<file path="src/rtl/tg_uart_bridge.sv">
// tg_uart_bridge: buffered host-side initiator for the 8N1 serial controller
// io port. A TX FIFO feeds controller writes whenever it is idle; an RX FIFO
// (first-word-fall-through) collects bytes read back from the controller.
// Optional feature macro: TG_UART_BRIDGE_RXOVR_EN -- always drain the
// controller and drop bytes arriving at a full RX FIFO (sticky rx_overrun).
module tg_uart_bridge #(
   parameter int DEPTH_LOG2 = 4
) (
   input  logic                  io_clk,
   input  logic                  io_rst,
   input  logic [7:0]            tx_wdata,
   input  logic                  tx_push,
   output logic                  tx_full,
   output logic [DEPTH_LOG2:0]   tx_count,
   output logic [7:0]            rx_rdata,
   input  logic                  rx_pop,
   output logic                  rx_empty,
   output logic [DEPTH_LOG2:0]   rx_count,
   output logic                  rx_overrun,
   input  logic                  rx_ovr_clr,
   output logic [7:0]            u_wdata,
   input  logic [7:0]            u_rdata,
   output logic                  u_req,
   output logic                  u_wr,
   input  logic                  u_ack,
   input  logic                  u_tx_busy,
   input  logic                  u_rx_ready
);

   localparam int DEPTH = 1 << DEPTH_LOG2;
   localparam logic [DEPTH_LOG2:0]   DEPTH_CNT = {1'b1, {DEPTH_LOG2{1'b0}}};
   localparam logic [DEPTH_LOG2-1:0] PTR_ONE   = DEPTH_LOG2'(1);
   localparam logic [DEPTH_LOG2:0]   CNT_ONE   = (DEPTH_LOG2 + 1)'(1);

   typedef enum logic [1:0] {
      IDLE   = 2'd0,
      TXWR   = 2'd1,
      TXHOLD = 2'd2,
      RXRD   = 2'd3
   } state_t;

   state_t                 state_reg, state_next;
   logic                   wdata_load;
   logic [7:0]             u_wdata_reg;

   logic [7:0]             tx_mem [DEPTH];
   logic [DEPTH_LOG2-1:0]  tx_wr_ptr_reg, tx_rd_ptr_reg;
   logic [DEPTH_LOG2:0]    tx_count_reg, tx_count_next;

   logic [7:0]             rx_mem [DEPTH];
   logic [DEPTH_LOG2-1:0]  rx_wr_ptr_reg, rx_rd_ptr_reg;
   logic [DEPTH_LOG2:0]    rx_count_reg, rx_count_next;

   logic                   rx_full;
   logic                   tx_pop, tx_push_ok;
   logic                   rx_pop_ok, rx_push_req, rx_push_ok, rx_drop;
   logic                   rd_permit;

   // A push into a full FIFO is accepted only when the head leaves on the
   // same edge, so a simultaneous push and pop at full keeps the count.
   assign tx_full     = (tx_count_reg == DEPTH_CNT);
   assign rx_full     = (rx_count_reg == DEPTH_CNT);
   assign rx_empty    = (rx_count_reg == '0);
   assign tx_pop      = (state_reg == TXWR) && u_ack;
   assign tx_push_ok  = tx_push && (!tx_full || tx_pop);
   assign rx_pop_ok   = rx_pop && !rx_empty;
   assign rx_push_req = (state_reg == RXRD) && u_ack;
   assign rx_push_ok  = rx_push_req && (!rx_full || rx_pop_ok);
   assign rx_drop     = rx_push_req && !rx_push_ok;

   assign tx_count    = tx_count_reg;
   assign rx_count    = rx_count_reg;
   assign u_wdata     = u_wdata_reg;
   assign rx_rdata    = rx_empty ? 8'h00 : rx_mem[rx_rd_ptr_reg];

`ifdef TG_UART_BRIDGE_RXOVR_EN
   // Controller is always drained; a full RX FIFO drops the byte instead.
   assign rd_permit = 1'b1;

   // Sticky overrun flag; a drop in the same cycle as a clear wins.
   always_ff @(posedge io_clk or posedge io_rst) begin
      if (io_rst) begin
         rx_overrun <= 1'b0;
      end else if (rx_drop) begin
         rx_overrun <= 1'b1;
      end else if (rx_ovr_clr) begin
         rx_overrun <= 1'b0;
      end
   end
`else
   // Full RX FIFO backpressures by leaving the byte in the controller.
   logic unused_ovr;
   assign rd_permit  = !rx_full;
   assign rx_overrun = 1'b0;
   assign unused_ovr = rx_ovr_clr ^ rx_drop;
`endif

   // Next-state and handshake decode; u_req/u_wr depend on state only.
   always_comb begin
      state_next = state_reg;
      wdata_load = 1'b0;
      u_req      = 1'b0;
      u_wr       = 1'b0;
      case (state_reg)
         IDLE: begin
            if (u_rx_ready && rd_permit) begin
               state_next = RXRD;
            end else if ((tx_count_reg != '0) && !u_tx_busy) begin
               state_next = TXWR;
               wdata_load = 1'b1;
            end
         end
         TXWR: begin
            u_req = 1'b1;
            u_wr  = 1'b1;
            if (u_ack) begin
               state_next = TXHOLD;
            end
         end
         // Gap cycle while the controller raises u_tx_busy.
         TXHOLD: begin
            state_next = IDLE;
         end
         RXRD: begin
            u_req = 1'b1;
            if (u_ack) begin
               state_next = IDLE;
            end
         end
         default: begin
            state_next = IDLE;
         end
      endcase
   end

   // FSM state register.
   always_ff @(posedge io_clk or posedge io_rst) begin
      if (io_rst) begin
         state_reg <= IDLE;
      end else begin
         state_reg <= state_next;
      end
   end

   // Write data is captured from the TX head when a write is issued and held.
   always_ff @(posedge io_clk or posedge io_rst) begin
      if (io_rst) begin
         u_wdata_reg <= 8'h00;
      end else if (wdata_load) begin
         u_wdata_reg <= tx_mem[tx_rd_ptr_reg];
      end
   end

   // Occupancy arithmetic for both FIFOs.
   always_comb begin
      tx_count_next = tx_count_reg;
      rx_count_next = rx_count_reg;
      case ({tx_push_ok, tx_pop})
         2'b10:   tx_count_next = tx_count_reg + CNT_ONE;
         2'b01:   tx_count_next = tx_count_reg - CNT_ONE;
         default: tx_count_next = tx_count_reg;
      endcase
      case ({rx_push_ok, rx_pop_ok})
         2'b10:   rx_count_next = rx_count_reg + CNT_ONE;
         2'b01:   rx_count_next = rx_count_reg - CNT_ONE;
         default: rx_count_next = rx_count_reg;
      endcase
   end

   // TX FIFO pointers and count.
   always_ff @(posedge io_clk or posedge io_rst) begin
      if (io_rst) begin
         tx_wr_ptr_reg <= '0;
         tx_rd_ptr_reg <= '0;
         tx_count_reg  <= '0;
      end else begin
         if (tx_push_ok) begin
            tx_wr_ptr_reg <= tx_wr_ptr_reg + PTR_ONE;
         end
         if (tx_pop) begin
            tx_rd_ptr_reg <= tx_rd_ptr_reg + PTR_ONE;
         end
         tx_count_reg <= tx_count_next;
      end
   end

   // RX FIFO pointers and count.
   always_ff @(posedge io_clk or posedge io_rst) begin
      if (io_rst) begin
         rx_wr_ptr_reg <= '0;
         rx_rd_ptr_reg <= '0;
         rx_count_reg  <= '0;
      end else begin
         if (rx_push_ok) begin
            rx_wr_ptr_reg <= rx_wr_ptr_reg + PTR_ONE;
         end
         if (rx_pop_ok) begin
            rx_rd_ptr_reg <= rx_rd_ptr_reg + PTR_ONE;
         end
         rx_count_reg <= rx_count_next;
      end
   end

   // FIFO storage; contents need no reset since occupancy gates every read.
   always_ff @(posedge io_clk) begin
      if (tx_push_ok) begin
         tx_mem[tx_wr_ptr_reg] <= tx_wdata;
      end
      if (rx_push_ok) begin
         rx_mem[rx_wr_ptr_reg] <= u_rdata;
      end
   end

endmodule

</file>
<file path="config.mk">
export PLATFORM = sky130hd
export DESIGN_NAME = tg_uart_bridge
export DESIGN_NICKNAME = d
export VERILOG_FILES = /design/src/rtl/tg_uart_bridge.sv
export SDC_FILE = /design/constraint.sdc
export NUM_CORES = 1
export LEC_CHECK = 0
export ABC_CLOCK_PERIOD_IN_PS = 3000
export BUFFER_PORTS_ARGS = -buffer_cell sky130_fd_sc_hd__clkbuf_2
export CAP_MARGIN = 0
export CORE_ASPECT_RATIO = 0.75
export CORE_MARGIN = 3
export CORE_UTILIZATION = 50
export CTS_BUF_LIST = sky130_fd_sc_hd__clkbuf_8
export DETAILED_ROUTE_END_ITERATION = 8
export PLACE_DENSITY = 0.76
export RECOVER_POWER = 100
export SLEW_MARGIN = 25
export SYNTH_ARGS = -nofsm -noshare
export SYNTH_HDL_FRONTEND = slang
export SYNTH_SLANG_ARGS = --single-unit
</file>
<file path="constraint.sdc">
create_clock -name io_clk -period 3 [get_ports io_clk]
set_input_delay 0.6 -clock io_clk [delete_from_list [all_inputs] [get_ports io_clk]]
set_output_delay 0.6 -clock io_clk [all_outputs]
set_load 0.03 [all_outputs]
</file>
==> impl_metrics.yaml, run 1 <==
run_status:
  status: "complete, but fails checks"
  violations: "negative setup slack"
route:
  ant_nets: 0
  finalWirelength_mm: 23.0
  first_pass_iters: 5
  wl_per_cell_um: 21.5
  vias: 6081
  vias_per_cell: 5.69
  first_iter_violations: 450
  drc: 0
timing:
  max_freq_mhz: 314
  fin_crit_sh_pct: 106
  hold_viol_final: 0
  tightestPinTransition_ns: 1.00
  finalSetupViolCount: 8
  finalCriticalPeriod_ns: 3.18
  slew_viol_final: 0
  clock_skew_ns: 0.0453
  slew_headroom_pct: 33.1
  rsz0062_at_grt: "yes"
  tns_ns: -1.02
  fin_ws_ns: -0.180
global_route:
  grt_pass1_vias: 6452
  grt_overflow: 0
  antenna_found_initial: 0
  grt_first_pass_wirelength_mm: 36.5
  track_usage_pct: 18.2
  grt_max_degree: 36
setup_path:
  cp-end-kind: "output pin"
  r2r_start: "rx_count[1]"
  rrSetupSlack_ns: 0.11
  worstSetupStartpointType: "register"
  worstPathArrival_ns: 2.58
  endpoint: "rx_rdata[1]"
  rr_endpoint: "rx_count[4]"
  rr_worst_depth: 11
  required_ns: 2.40
  critPathLaunch: "rx_rd_ptr_reg[0]"
  crit_path_max_fanout: 18
  critPathKind: "register to output pin"
pwr:
  p_leak_nw: 4.73
  p_total_mw: 13.0
  vdd_drop_max_uv: 450
  power.density_mw_per_mm2: 958
synth:
  synth.avg_cell_area_um2: 18.8
  synth_edf_count: 256
  synth_cells: 644
  synth-seq-cells: 292
  synth_top_area_cell: "edfxtp_1"
  synth.top_cell.area_share_pct: 63.5
  syn_nets: 686
  yosysSeqAreaShare_pct: 70.9
  synth_area_mm2: 0.0121
  async_flop_share_pct: 12.3
  synth.area.top_cells: "edfxtp_1, mux4_2, dfrtp_1"
  synth-main-ff-cell: "edfxtp_1"
  yosys_warnings: 0
  yosys.cell_types.count: 49
cts:
  clock-sinks: 292
  insertion_delay_ns: 0.57
  cts_root_buffer: "clkbuf_8"
  numCtsBuffers: 44
  clk_pin_slew_worst_paths_ns: 0.06
  cts_tree: "yes"
  hold_buffers: 0
  clockBufferDepth: 3
  cts_max_level: 2
finish:
  area_growth_pct: 12.4
  drive_above_1_share_pct: 20.5
  regArea_mm2: 0.00859
  finalNonFillerCells: 1069
  fin_nets: 778
  diodes: 0
  nFillCells: 1714
  multiInputGateArea_mm2: 0.00316
die:
  die_y_um: 141
  die-area_mm2: 0.0261
  num_rows: 48
  ios: 55
  coreArea_mm2: 0.0234
  die_x_um: 186
  initial_core_util_pct: 51.7
worst_hold_path:
  hold_class: "input port to asynchronous set/reset pin"
placement:
  gp_congestion: 0.798
  dp_cells: 986
  hpwlAfterDp_mm: 15.2
  io_buffers: 52
run:
  cap_violations: 0
## per-layer routing
metal	vias up	share of wire, %	wire length, um	GRT usage, %
met3	31	7.4	1690	3.77
met1	3087	47	10700	28.8
met4	0	1.4	322	5.48
met2	239	45	10200	25.9
li1	2724	-	-	-
met5	-	0	0	0
## critical path, cell delays in order, from the launching register on
cell and delay [ns]:
dfrtp_2 0.41, buf_12 0.20, mux4_1 0.63, mux4_2 0.50, nor2b_4 0.15, clkbuf_8 0.16
## synth_stat cells (2+ instances only)
cell type,count
dfrtp_1,36
buf_6,8
a21o_1,4
buf_4,2
and2_1,20
a211oi_1,2
nor3b_1,2
a31oi_1,7
nor2b_4,8
a221oi_1,5
nand2_1,39
a21oi_1,12
mux2_2,7
mux4_2,41
xor2_1,7
nor4_1,5
and3_1,2
inv_1,19
nor2b_1,5
mux2i_1,15
clkbuf_1,17
buf_2,8
o21ai_0,13
nand3b_1,2
ha_1,17
xnor2_1,14
o21a_1,4
edfxtp_1,256
nor2_1,21
nand4_1,4
mux4_1,24
## how the worst min path moves through the flow
stage | startpoint | end | slack [ns]
2_1_floorplan | tx_wr_ptr_reg[3] | tx_wr_ptr_reg[3] | 0.49
3_3_place_gp | u_wdata[7] | u_wdata[7] | 0.50
3_5_place_dp | u_wdata[7] | u_wdata[7] | 0.50
4_1_cts | io_rst | tx_rd_ptr_reg[3] | 0.11
5_1_grt | io_rst | tx_rd_ptr_reg[0] | 0.32
6_report | io_rst | tx_rd_ptr_reg[3] | 0.26
## stage by stage
step | cell area, um2 | hold slack, ns | utilization (%) | setup WS, ns
floorplan | 12100 | 0.493 | - | 0.00835
global placement | 12800 | 0.498 | 54.4 | 0.241
detailed placement | 12800 | 0.500 | 54.4 | 0.195
CTS | 13800 | 0.108 | 58.7 | -0.201
global route | 13600 | 0.321 | 58.1 | -0.225
finish | 13600 | 0.256 | 58.1 | -0.180
## logic make-up after synthesis
logic type	Yosys count	share of synthesized area, %
buffers and inverters	56	2.39
other	1	0.0310
and+or+nand+nor	115	5.37
DFF	292	70.9
adders and majority gates	18	1.92
muxes	87	14.7
AOI/OAI and AO/OA	54	3.10
xor gates and xnor gates	21	1.52
## final cells by class
class	instances	area share (%)
multi-input cells	296	23.3
repair buffers	83	3.83
inverters	19	0.524
clock buffers	54	5.46
clock inverters	25	1.03
flip-flops and latches	292	63.1
well taps	300	2.76
## repair_timing
item / CTS / global route
gates resized for setup: 22 / 11
setup buffers: 2 / 0
setup endpoints to repair: 8 / 9
cloned: 2 / 0
hold endpoints to repair: 0 / 0
## cells in the final DEF, fill, tap and decap left out, types with 2 or more instances in the layout
cell | Yosys | routed
edfxtp_1 | 256 | 256
clkbuf_8 | 0 | 59
clkbuf_1 | 17 | 54
mux4_2 | 41 | 53
nand2_1 | 39 | 40
inv_1 | 19 | 37
dfrtp_1 | 36 | 34
nor2_1 | 21 | 21
ha_1 | 17 | 17
and2_0 | 0 | 16
mux2i_1 | 15 | 15
xnor2_1 | 14 | 14
o21ai_0 | 13 | 13
a21oi_1 | 12 | 12
mux4_1 | 24 | 12
buf_4 | 2 | 9
nor2b_4 | 8 | 8
xor2_1 | 7 | 7
a31oi_1 | 7 | 7
clkbuf_2 | 1 | 7
mux2_2 | 7 | 6
nor2b_1 | 5 | 5
nor4_1 | 5 | 5
a221oi_1 | 5 | 5
a21o_1 | 4 | 4
o21a_1 | 4 | 4
and2_1 | 20 | 4
nand4_1 | 4 | 4
clkinv_1 | 0 | 4
buf_12 | 0 | 3
nor3b_1 | 2 | 2
and3_1 | 2 | 2
nand3b_1 | 2 | 2
a211oi_1 | 2 | 2
buf_16 | 0 | 2
dfrtp_2 | 0 | 2
## report_power, final
group	internal (mW)	total (mW)	switching, mW
logic	2.14	4.43	2.30
clock network	1.72	3.18	1.46
registers	4.89	5.42	0.527
total	8.74	13.0	4.28
(Power assumes the default switching activity.)
==> run 2, diff against run 1 <==
--- a/config.mk
+++ b/config.mk
@@ -13,7 +13,7 @@
 export CORE_UTILIZATION = 50
 export CTS_BUF_LIST = sky130_fd_sc_hd__clkbuf_8
 export DETAILED_ROUTE_END_ITERATION = 8
-export PLACE_DENSITY = 0.76
+export PLACE_DENSITY = 0.68
 export RECOVER_POWER = 100
 export SLEW_MARGIN = 25
 export SYNTH_ARGS = -nofsm -noshare
==> run 2 against run 1 <==
Effect of this change:
- the run ends with max-capacitance violations, max-slew violations, negative setup slack left
- utilization increased by 0.30 points
- die area unchanged
- maximum frequency increased by 1.4%
- highest routed layer unchanged
- critical path depth increased by 1
- routed wire length increased by 6.0%
- largest power group unchanged
- sequential cell count unchanged
- critical endpoint is now rx_rdata[5]
- combinational power increased by 4.7%
- via count increased by 2.1%
==> impl_metrics.yaml, run 2 (synthesis results as in run 1) <==
die:
  die_y_um: 141
  die-area_mm2: 0.0261
  initial_core_util_pct: 51.7
  coreArea_mm2: 0.0234
  ios: 55
  die_x_um: 186
  num_rows: 48
timing:
  fin_crit_sh_pct: 105
  clock_skew_ns: 0.0326
  finalSetupViolCount: 8
  finalCriticalPeriod_ns: 3.14
  hold_viol_final: 0
  rsz0062_at_grt: "yes"
  tns_ns: -0.779
  slew_viol_final: 37
  tightestPinTransition_ns: 2.05
  fin_ws_ns: -0.136
  max_freq_mhz: 319
  slew_headroom_pct: -36.5
worst_hold_path:
  hold_class: "input port to register"
route:
  finalWirelength_mm: 24.3
  vias: 6207
  ant_nets: 0
  wl_per_cell_um: 22.6
  first_iter_violations: 601
  first_pass_iters: 5
  vias_per_cell: 5.77
  drc: 0
cts:
  numCtsBuffers: 46
  insertion_delay_ns: 0.55
  cts_root_buffer: "clkbuf_8"
  cts_max_level: 2
  clock-sinks: 292
  hold_buffers: 0
  cts_tree: "yes"
  clockBufferDepth: 3
  clk_pin_slew_worst_paths_ns: 0.06
pwr:
  p_total_mw: 13.1
  p_leak_nw: 4.84
  power.density_mw_per_mm2: 961
  vdd_drop_max_uv: 403
setup_path:
  cp_slowest_stage_delay_ns: 0.55
  crit_path_max_fanout: 8
  required_ns: 2.40
  rrSetupSlack_ns: 0.10
  worstPathArrival_ns: 2.54
  cp-end-kind: "output pin"
  cp_cell_sequence: "buf_12, buf_16, mux4_1, mux4_2, nor2b_4, clkbuf_8"
  cp_slowest_cell: "mux4_1"
  worstSetupStartpointType: "register"
  critPathKind: "register to output pin"
finish:
  final_common_cell: "edfxtp_1"
  fin_nets: 784
  diodes: 0
  drive_above_1_share_pct: 26.7
  area_growth_pct: 12.9
  mostFrequentLayoutCells: "edfxtp_1, mux4_2, clkbuf_8, inv_1, nand2_1"
global_route:
  grt_max_degree: 37
  grt_overflow: 0
  grt_first_pass_wirelength_mm: 37.8
  antenna_found_initial: 0
  grt_pass1_vias: 6478
  track_usage_pct: 19.2
run:
  cap_violations: 1
run_status:
  violations: "max-capacitance violations, max-slew violations, negative setup slack"
  status: "complete, but fails checks"
placement:
  gp_congestion: 0.790
  hpwlAfterDp_mm: 15.1
  io_buffers: 52
## run 2: cell types whose count changed in the layout (fill, tap and decap cells not counted), sizes merged
cell      delta
clkinvlp     +2
buf         +23
clkbuf      -24
clkinv       +4
inv          +2
## run 2: layout make-up
class | instances | area (um2)
tap | 300 | 375
clock buffer | 49 | 674
multi-input combinational | 296 | 3140
clock inverter | 33 | 159
fill | 1767 | 9750
sequential | 292 | 8590
timing repair buffer | 87 | 662
inverter | 19 | 71.3
## run 2: metrics by stage
| stage | cells | instance area, um2 | utilization (%) | hold slack [ns] | worst slack [ns] |
|---|---|---|---|---|---|
| after global placement | 988 | 12800 | 54.5 | 0.495 | 0.316 |
| after detailed placement | 988 | 12800 | 54.5 | 0.508 | 0.219 |
| final | 1076 | 13700 | 58.4 | 0.381 | -0.136 |
| after global routing | 1076 | 13700 | 58.4 | 0.378 | -0.193 |
| after CTS | 1077 | 13700 | 58.7 | 0.142 | -0.261 |
| after floorplan | 644 | 12100 | - | 0.493 | 0.00835 |
## run 2: final timing paths
path                             startpoint               end  cells after the start
max                        rx_rd_ptr_reg[0]       rx_rdata[5]                      6
min                                   u_ack      state_reg[0]                      3
max reg2reg                     rx_count[1]       rx_count[4]                     12
min reg2reg                      u_wdata[7]        u_wdata[7]                      1
max in group asynchronous            io_rst  rx_rd_ptr_reg[0]                      3
min in group asynchronous            io_rst        u_wdata[1]                      3
## run 2: critical path: cells and delay by family (launching register included)
family        cells  cell delay [ns]
mux               2             1.03
simple gates      1             0.14
buf+inv           3             0.45
flops             1             0.37
## run 2: power breakdown
group          total [mW]  internal (mW)  switching [mW]  leakage (nW)
clock                3.04           1.59            1.45         0.495
sequential           5.46           4.89           0.575          2.73
combinational        4.64           2.29            2.35          1.62
total                13.1           8.77            4.37          4.84
## run 2: per-layer routing
metal	global-route usage, %	up-vias	part of all wire (%)
met5	0	-	0
met4	4.62	0	1.4
met3	3.77	34	6.1
met2	28.7	197	45
met1	29.5	3244	47
li1	-	2732	-
## run 2: timing repair
item | in CTS | in global routing
cloned | 3 | 1
setup buffers | 4 | 1
setup endpoints to repair | 8 | 9
gates resized for setup | 28 | 26
